--- src/rtl/native2axis_bridge.sv ---
`default_nettype none
// +--------------------------------------------------------------------------------------+
// | native2axis_bridge: native FIFO read port to AXI4-Stream master via 2-entry skid buf  |
// | Option macro N2S_TLAST_EN adds m_axis_tlast every PKT_LEN beats.  Revision: 1.0       |
// +--------------------------------------------------------------------------------------+
module native2axis_bridge #(
    parameter int DATA_WIDTH = 64,
    parameter int RD_LATENCY = 1,
    parameter int PKT_LEN    = 16
) (
    input  logic                  clk,
    input  logic                  rst_n,
    input  logic                  empty,
    output logic                  rd_en,
    input  logic [DATA_WIDTH-1:0] dout,
    input  logic                  m_axis_tready,
    output logic                  m_axis_tvalid,
    output logic [DATA_WIDTH-1:0] m_axis_tdata
`ifdef N2S_TLAST_EN
    ,
    output logic                  m_axis_tlast
`endif
);

`ifdef N2S_TLAST_EN
    localparam int ENTRY_W = DATA_WIDTH + 1;
`else
    localparam int ENTRY_W = DATA_WIDTH;
`endif

    logic               r_run;
    logic [1:0]         r_cnt;
    logic [ENTRY_W-1:0] r_buf0;
    logic [ENTRY_W-1:0] r_buf1;
    logic [ENTRY_W-1:0] w_entry;
    logic               w_pop;
    logic               w_cap;
    logic               w_inflight;
    logic [1:0]         w_committed;

    // Holds rd_en low until the first rising edge after reset release.
    always_ff @(posedge clk or negedge rst_n) begin
        if (!rst_n) begin
            r_run <= 1'b0;
        end else begin
            r_run <= 1'b1;
        end
    end

    assign m_axis_tvalid = (r_cnt != 2'd0);
    assign m_axis_tdata  = r_buf0[DATA_WIDTH-1:0];
    assign w_pop         = m_axis_tvalid && m_axis_tready;
    assign w_committed   = r_cnt - {1'b0, w_pop} + {1'b0, w_inflight};
    assign rd_en         = r_run && !empty && (w_committed < 2'd2);

    generate
        if (RD_LATENCY == 0) begin : g_fwft
            assign w_inflight = 1'b0;
            assign w_cap      = rd_en;
        end else begin : g_std
            logic r_rd_q;
            always_ff @(posedge clk or negedge rst_n) begin
                if (!rst_n) begin
                    r_rd_q <= 1'b0;
                end else begin
                    r_rd_q <= rd_en;
                end
            end
            assign w_inflight = r_rd_q;
            assign w_cap      = r_rd_q;
        end
    endgenerate

`ifdef N2S_TLAST_EN
    logic [15:0] r_tag_cnt;
    logic [15:0] r_beat_cnt;
    logic        w_tag;

    // Tag each word at capture time so tlast travels with its data through the buffer.
    assign w_tag        = (r_tag_cnt == 16'(PKT_LEN - 1));
    assign w_entry      = {w_tag, dout};
    assign m_axis_tlast = m_axis_tvalid && r_buf0[DATA_WIDTH];

    always_ff @(posedge clk or negedge rst_n) begin
        if (!rst_n) begin
            r_tag_cnt  <= '0;
            r_beat_cnt <= '0;
        end else begin
            if (w_cap) begin
                r_tag_cnt <= w_tag ? 16'd0 : r_tag_cnt + 16'd1;
            end
            if (w_pop) begin
                r_beat_cnt <= (r_beat_cnt == 16'(PKT_LEN - 1)) ? 16'd0 : r_beat_cnt + 16'd1;
            end
        end
    end
`else
    assign w_entry = dout;
`endif

    always_ff @(posedge clk or negedge rst_n) begin
        if (!rst_n) begin
            r_cnt  <= 2'd0;
            r_buf0 <= '0;
            r_buf1 <= '0;
        end else begin
            case ({w_pop, w_cap})
                2'b10: begin
                    r_buf0 <= r_buf1;
                    r_cnt  <= r_cnt - 2'd1;
                end
                2'b01: begin
                    if (r_cnt == 2'd0) begin
                        r_buf0 <= w_entry;
                    end else begin
                        r_buf1 <= w_entry;
                    end
                    r_cnt <= r_cnt + 2'd1;
                end
                2'b11: begin
                    // Occupancy unchanged; the new word lands directly behind the departing head.
                    if (r_cnt == 2'd1) begin
                        r_buf0 <= w_entry;
                    end else begin
                        r_buf0 <= r_buf1;
                        r_buf1 <= w_entry;
                    end
                end
                default: begin
                end
            endcase
        end
    end

endmodule
`default_nettype wire

--- config.mk ---
export PLATFORM = sky130hd
export DESIGN_NAME = native2axis_bridge
export DESIGN_NICKNAME = d
export VERILOG_FILES = /design/src/rtl/native2axis_bridge.sv
export SDC_FILE = /design/constraint.sdc
export NUM_CORES = 1
export LEC_CHECK = 0
export BUFFER_PORTS_ARGS = -buffer_cell sky130_fd_sc_hd__clkbuf_2
export CAP_MARGIN = 20
export CORE_MARGIN = 2
export CORE_UTILIZATION = 25
export DETAILED_ROUTE_END_ITERATION = 10
export GPL_TIMING_DRIVEN = 0
export PLACE_DENSITY = 0.42
export SLEW_MARGIN = 20
export SYNTH_ARGS = -nofsm -noshare
export SYNTH_HDL_FRONTEND = slang
export SYNTH_SLANG_ARGS = --single-unit
--- constraint.sdc ---
create_clock -name clk -period 4.4 [get_ports clk]
set_input_delay 0.44 -clock clk [delete_from_list [all_inputs] [get_ports clk]]
set_output_delay 0.44 -clock clk [all_outputs]
set_load 0.05 [all_outputs]
==> results of run 1 <==
## worst reg2reg max path: stages (launching register included)
cell      delay (ps)
dfrtp_1          430
inv_1             70
ha_1             240
nand2b_1         150
buf_2            170
clkbuf_1         290
ha_1             340
inv_1             80
clkbuf_1         570
clkbuf_1         530
o211a_1          240
o32a_1           150
## sequential cells by signal, indices dropped and copies added (netlist names)
register and count:
r_buf1 64, r_cnt 2, r_run 1, g_std.r_rd_q 1, m_axis_tdata 64
## cell usage in the layout (no fill, tap or decap), types with 2 or more instances in the layout
cell and count:
dfrtp_1 132, clkbuf_2 132, o21ai_0 65, o211a_1 64, mux2i_1 64, a22o_1 64
o32a_1 64, mux2_2 64, clkbuf_1 43, buf_2 19, clkbuf_16 17, buf_6 16
bufinv_16 6, ha_1 5, inv_1 4, nor2_1 3, nand2_1 3, xnor2_1 2
o21ai_4 2, a21o_1 2, clkinvlp_4 2, clkinv_4 2, clkbuf_8 2
## power by group
part | switching [uW] | total [uW] | internal, uW | leakage, uW
clock network | 583 | 1670 | 1080 | 0.000321
logic | 2960 | 4950 | 1990 | 0.00242
registers | 449 | 2320 | 1870 | 0.00156
## synthesized netlist by cell type
cell type,n
xnor2_1,2
ha_1,5
mux2_2,64
a311oi_1,1
xor2_1,1
nand2b_1,1
clkbuf_1,41
buf_2,19
nor3_1,1
buf_6,16
mux2i_1,64
nand2_1,3
nor2b_1,1
nor2_1,3
o21ai_4,2
a22o_1,64
conb_1,1
a21o_1,2
a21oi_1,1
o21ai_0,65
nor3b_1,1
inv_1,4
dfrtp_1,132
inv_2,1
o32a_1,64
o211a_1,64
## path summary, 6_finish.rpt
path	startpoint	endpoint	cells past startpoint
setup / recovery	r_cnt[1]	rd_en	11
min in group clk	empty	g_std.r_rd_q	2
hold reg to reg	m_axis_tdata[6]	m_axis_tdata[6]	1
max in group asynchronous	rst_n	r_buf1[15]	2
setup reg to reg	r_cnt[0]	m_axis_tdata[24]	11
hold / removal	rst_n	m_axis_tdata[61]	1
## logic make-up (layout without fill, tap and decap cells)
kind of cell,count (synthesis),in the layout
DFF,132,132
muxes,128,128
xor gates and xnor gates,3,3
adders and majority gates,5,5
other,1,2
AOI/OAI and AO/OA,263,263
and+or+nand+nor,10,10
buffers and inverters,81,247
## routing by layer
layer | vias up | global-route usage | part of all wire
met2 | 136 | 0.254 | 0.46
met5 | - | 0 | 0.00065
met1 | 3015 | 0.216 | 0.49
met4 | 2 | 0.0275 | 0.0062
li1 | 2789 | - | -
met3 | 9 | 0.0389 | 0.045
## layout make-up
class / count / area [um^2]
Fill cell: 3070 / 20200
Timing Repair Buffer: 134 / 702
Inverter: 5 / 18.8
Tap cell: 390 / 488
Buffer: 76 / 429
Antenna cell: 1 / 2.50
Clock buffer: 20 / 447
Sequential cell: 132 / 3300
Multi-Input combinational cell: 410 / 3730
Clock inverter: 12 / 226
## stage by stage
| step | util | cell area, um^2 |
|---|---|---|
| 2_1_floorplan | - | 7480 |
| 3_3_place_gp | 0.292 | 8630 |
| 3_5_place_dp | 0.293 | 8670 |
| 4_1_cts | 0.316 | 9340 |
| 5_1_grt | 0.316 | 9340 |
| 6_report | 0.316 | 9350 |
==> impl_metrics.env, run 1 <==
export IMPL_drt_pass1_iterations=5
export IMPL_finalClockSkew_ps=6.23
export IMPL_vias=5951
export IMPL_critical_path_n_buffers_inverters=4
export IMPL_final_hold_worst_slack_ps=-7.89
export IMPL_postSynthRegisterBits=132
export IMPL_initial_utilization=0.253
export IMPL_synth_top_family_by_area="compound AO/OA/AOI/OAI gates"
export IMPL_rrSetupSlack_ps=1100
export IMPL_p_total_uw=8930
export IMPL_wire_length_of_the_first_global_routing_pass_um=37600
export IMPL_insertion_delay_ps=410
export IMPL_max_freq_mhz=269
export IMPL_period_needed_ps=3720
export IMPL_h_tree_levels=4
export IMPL_ctsResizeCount=0
export IMPL_cts_hold_buffers_added=0
export IMPL_synth_xor_area_share=0.00351
export IMPL_failing_checks="negative hold slack"
export IMPL_syn2layout_area_growth_pct=24.9
export IMPL_path_delay_family="buffers and inverters"
export IMPL_post_route_ant_nets=0
export IMPL_timing_critical_path_slowest_cell_delay_ps=480
export IMPL_cp_end_kind="output port"
export IMPL_placementRows=63
export IMPL_die_outline_area_um2=31300
export IMPL_hp_class="primary input to async pin"
export IMPL_number_of_vias_per_cell_after_detailed_routing=5.04
export IMPL_finalNonFillerCells=1180
export IMPL_post_synth_instance_area_um2=7480
export IMPL_number_of_global_route_vias_before_repair=6261
export IMPL_hold_viol_final=11
export IMPL_yosysWarnings=0
export IMPL_place_port_buffers=133
export IMPL_synth_largest_area_cell="dfrtp_1"
export IMPL_yosysUniqueCellTypes=26
export IMPL_cellLeakagePower_uw=0.00431
export IMPL_die_width_um=177
export IMPL_min_period_over_period=0.846
export IMPL_finalMaxSlewViolations=0
export IMPL_final_critical_path_setup_slack_ps=679
export IMPL_maximum_number_of_pins_on_one_net_before_global_route_repair=80
export IMPL_synth_compound_area_share=0.298
export IMPL_post_synth_inst_count=623
export IMPL_rsz0062_at_grt="false"
export IMPL_cells_taking_the_most_area_after_synthesis="dfrtp_1 44%, mux2_2 9.6%, mux2i_1 8.6%"
export IMPL_placement_setup_worst_slack_ps=1050
export IMPL_synth_adder_area_share=0.00836
export IMPL_tritoncts_buffers=17
export IMPL_yosys_area_top_type_share=0.442
export IMPL_cp_cell_sequence="inv_1 > ha_1 > nand2b_1 > buf_2 > clkbuf_1 > ha_1 > nor2b_1 > xnor2_1 > xnor2_1 > nor3b_1 > clkbuf_2"
export IMPL_groute_usage_overall=0.158
export IMPL_critPathMaxFanout=11
export IMPL_worst_setup_path_start_kind="flop"
export IMPL_synth_simple_gate_area_share=0.00636
export IMPL_placed_cells_incl_taps=1147
export IMPL_synth_mux_area_fraction=0.182
export IMPL_vdd_ir_drop_worst_mv=0.408
export IMPL_design_core_area_um2=29600
export IMPL_tritoncts="built"
export IMPL_power_density_of_the_placed_cells_nw_per_um2=956
export IMPL_crit_slowest_cell="clkbuf_1"
export IMPL_required_ps=3960
export IMPL_antenna_violations_before_repair=2
export IMPL_crit_type="flop to output port"
export IMPL_drt_iter0_drc=352
export IMPL_drc_violation_count_after_routing=0
export IMPL_cts_repair_timing_setup_buffer_count=0
export IMPL_yosysSeqAreaShare=0.442
export IMPL_drt_wl_total_um=24400
export IMPL_die_y_um=177
export IMPL_ctsRootBufferMaster="clkbuf_16"
export IMPL_worstMarginPinSlew_ps=987
export IMPL_postSynthNetCount=696
export IMPL_cts_max_path_buffers=2
export IMPL_final_net_count=849
export IMPL_route_detailed_wl_per_inst_um=20.7
export IMPL_syn_avg_cell_area_um2=12.0
export IMPL_gpl_final_weighted_congestion=0.725
export IMPL_status="finished, violations left"
export IMPL_finalSetupTns_ps=0
export IMPL_dpl_hpwl_um=16100
export IMPL_gr_total_overflow=0
export IMPL_setup_viol=0
export IMPL_timing_max_cap_violations=0
export IMPL_layout_drive_gt1_share=0.337
export IMPL_io_pins=134
export IMPL_clkTransAtPathRegs_ps=60
export IMPL_tritoncts_num_sinks=132
export IMPL_worst_slew_margin_rel=0.340
export IMPL_cp_data_arrival_time_ps=3280
No activity file was read; power rests on OpenSTA's default activity.
==> run 2, diff against run 1 <==
--- a/config.mk
+++ b/config.mk
@@ -11,7 +11,7 @@
 export CORE_UTILIZATION = 25
 export DETAILED_ROUTE_END_ITERATION = 10
 export GPL_TIMING_DRIVEN = 0
-export PLACE_DENSITY = 0.42
+export PLACE_DENSITY = 0.44
 export SLEW_MARGIN = 20
 export SYNTH_ARGS = -nofsm -noshare
 export SYNTH_HDL_FRONTEND = slang
==> constraint.sdc (replaced) <==
create_clock -name clk -period 3.2 [get_ports clk]
set_input_delay 0.32 -clock clk [delete_from_list [all_inputs] [get_ports clk]]
set_output_delay 0.32 -clock clk [all_outputs]
set_load 0.05 [all_outputs]
==> impl_metrics.env, run 2 (same netlist as run 1, synthesis figures left out) <==
export IMPL_dpl_hpwl_um=16100
export IMPL_power_density_of_the_placed_cells_nw_per_um2=1310
export IMPL_final_hold_worst_slack_ps=163
export IMPL_initial_utilization=0.253
export IMPL_max_freq_mhz=344
export IMPL_power_share_sequential=0.258
export IMPL_die_outline_area_um2=31300
export IMPL_setup_viol=0
export IMPL_placementRows=63
export IMPL_cp_end_kind="output port"
export IMPL_crit_slowest_cell="dfrtp_1"
export IMPL_crit_type="flop to output port"
export IMPL_finalClockSkew_ps=9.66
export IMPL_maximum_number_of_pins_on_one_net_before_global_route_repair=80
export IMPL_drc_violation_count_after_routing=0
export IMPL_insertion_delay_ps=430
export IMPL_die_width_um=177
export IMPL_drt_wl_total_um=24500
export IMPL_io_pins=134
export IMPL_min_period_over_period=0.909
export IMPL_worst_setup_path_start_kind="flop"
export IMPL_antenna_violations_before_repair=1
export IMPL_timing_max_cap_violations=0
export IMPL_rrSetupSlack_ps=340
export IMPL_period_needed_ps=2910
export IMPL_worst_slew_margin_rel=0.551
export IMPL_design_core_area_um2=29600
export IMPL_worstMarginPinSlew_ps=673
export IMPL_rsz0062_at_grt="false"
export IMPL_switching_share=0.448
export IMPL_clkTransAtPathRegs_ps=70
export IMPL_tritoncts="built"
export IMPL_place_port_buffers=133
export IMPL_timing_critical_path_mode_cell="xnor2_1"
export IMPL_finalMaxSlewViolations=0
export IMPL_hp_class="primary input to flop"
export IMPL_min_delay_start="dout[33]"
export IMPL_pwr_share_clk=0.184
export IMPL_drt_iter0_drc=388
export IMPL_power_switching_uw=5520
export IMPL_layout_cells_most_common="dfrtp_1"
export IMPL_ctsRootBufferMaster="clkbuf_16"
export IMPL_regToRegEndpoint="m_axis_tdata[57]"
export IMPL_die_y_um=177
export IMPL_vdd_ir_drop_worst_mv=0.540
export IMPL_timing_hold_worst_path_depth=2
export IMPL_finalSetupTns_ps=0
export IMPL_wire_length_of_the_first_global_routing_pass_um=38000
export IMPL_required_ps=2880
export IMPL_cp_data_arrival_time_ps=2590
export IMPL_drt_pass1_iterations=5
export IMPL_p_comb_frac=0.558
export IMPL_status="complete, no violations"
export IMPL_finalCoreUtilization=0.318
export IMPL_syn2layout_area_growth_pct=25.8
export IMPL_number_of_global_route_vias_before_repair=6378
export IMPL_intPower_uw=6810
export IMPL_post_route_ant_nets=0
export IMPL_tritoncts_num_sinks=132
export IMPL_route_detailed_wl_per_inst_um=20.7
export IMPL_gpl_final_weighted_congestion=0.722
export IMPL_worst_hold_path_endpoint="r_buf1[33]"
export IMPL_groute_usage_overall=0.159
export IMPL_tritoncts_buffers=17
export IMPL_cp_cell_sequence="inv_1 > ha_2 > nand2b_1 > buf_6 > ha_4 > nor2b_1 > xnor2_1 > xnor2_1 > nor3b_2 > clkbuf_8"
export IMPL_cellLeakagePower_uw=0.00433
export IMPL_cts_max_path_buffers=2
export IMPL_r2r_start="r_cnt[1]"
export IMPL_hold_viol_final=0
export IMPL_final_net_count=852
export IMPL_layout_drive_gt1_share=0.345
export IMPL_critPathMaxFanout=15
export IMPL_most_common_layout_cells="132 x dfrtp_1, 131 x clkbuf_2, 65 x o21ai_0"
export IMPL_vias=6064
export IMPL_h_tree_levels=4
export IMPL_reg2regPathDepth=10
export IMPL_gr_total_overflow=0
export IMPL_placement_setup_worst_slack_ps=-89.9
export IMPL_timing_critical_path_slowest_cell_delay_ps=410
export IMPL_number_of_vias_per_cell_after_detailed_routing=5.13
export IMPL_final_critical_path_setup_slack_ps=291
## run 2: power by group through the flow
stage	Clock, uW	Combinational (uW)	Sequential (uW)
floorplan	0	3810	4510
global placement	0	6840	3210
detailed placement	0	6860	3210
CTS	2330	6950	3180
global route	2400	7410	3300
finish	2270	6880	3170
## run 2: critical path, delay by kind of cell, from the launching register on
family                   cells  cell delay (ps)
flip-flops                   1              410
buffers and inverters        3              520
adder cells (fa/ha/maj)      2              460
AND/OR/NAND/NOR              3              480
XOR/XNOR                     2              290
## run 2: timing repair
item,CTS,global route
resized for setup,6,4
hold buffers,1,0
buffers inserted,2,0
endpoints found under the hold margin,53,0
setup endpoints to repair,121,31
pin swaps,2,1
## run 2: per-layer routing
layer / vias to the layer above / global-route usage / wire [um]
li1: 2805 / - / -
met1: 3075 / 0.228 / 12000
met2: 168 / 0.245 / 11000
met3: 16 / 0.0316 / 1240
met4: 0 / 0.0406 / 272
met5: - / 0 / 0
## run 2: worst max-delay path by stage
stage,from,endpoint,slack (ps)
floorplan,r_cnt[1],rd_en,270
finish,r_cnt[1],rd_en,290
detailed placement,r_cnt[1],m_axis_tdata[38],-90
CTS,r_cnt[1],rd_en,9
global placement,rst_n,r_buf1[37],-770
global route,r_cnt[1],rd_en,60
## run 2: layout make-up
class,instances,area (um^2)
antenna,1,2.50
buffer,75,432
clock buffer,21,470
clock inverter,11,199
fill,3054,20100
inverter,5,18.8
multi-input combinational,410,3750
sequential,132,3300
tap,390,488
timing repair buffer,138,747
## run 2: per-stage QoR
step	cells	total power, uW	cell area [um^2]
2_1_floorplan	623	8320	7490
3_3_place_gp	1146	10000	8640
3_5_place_dp	1147	10100	8680
4_1_cts	1182	12500	9400
5_1_grt	1183	13100	9410
6_report	1183	12300	9410
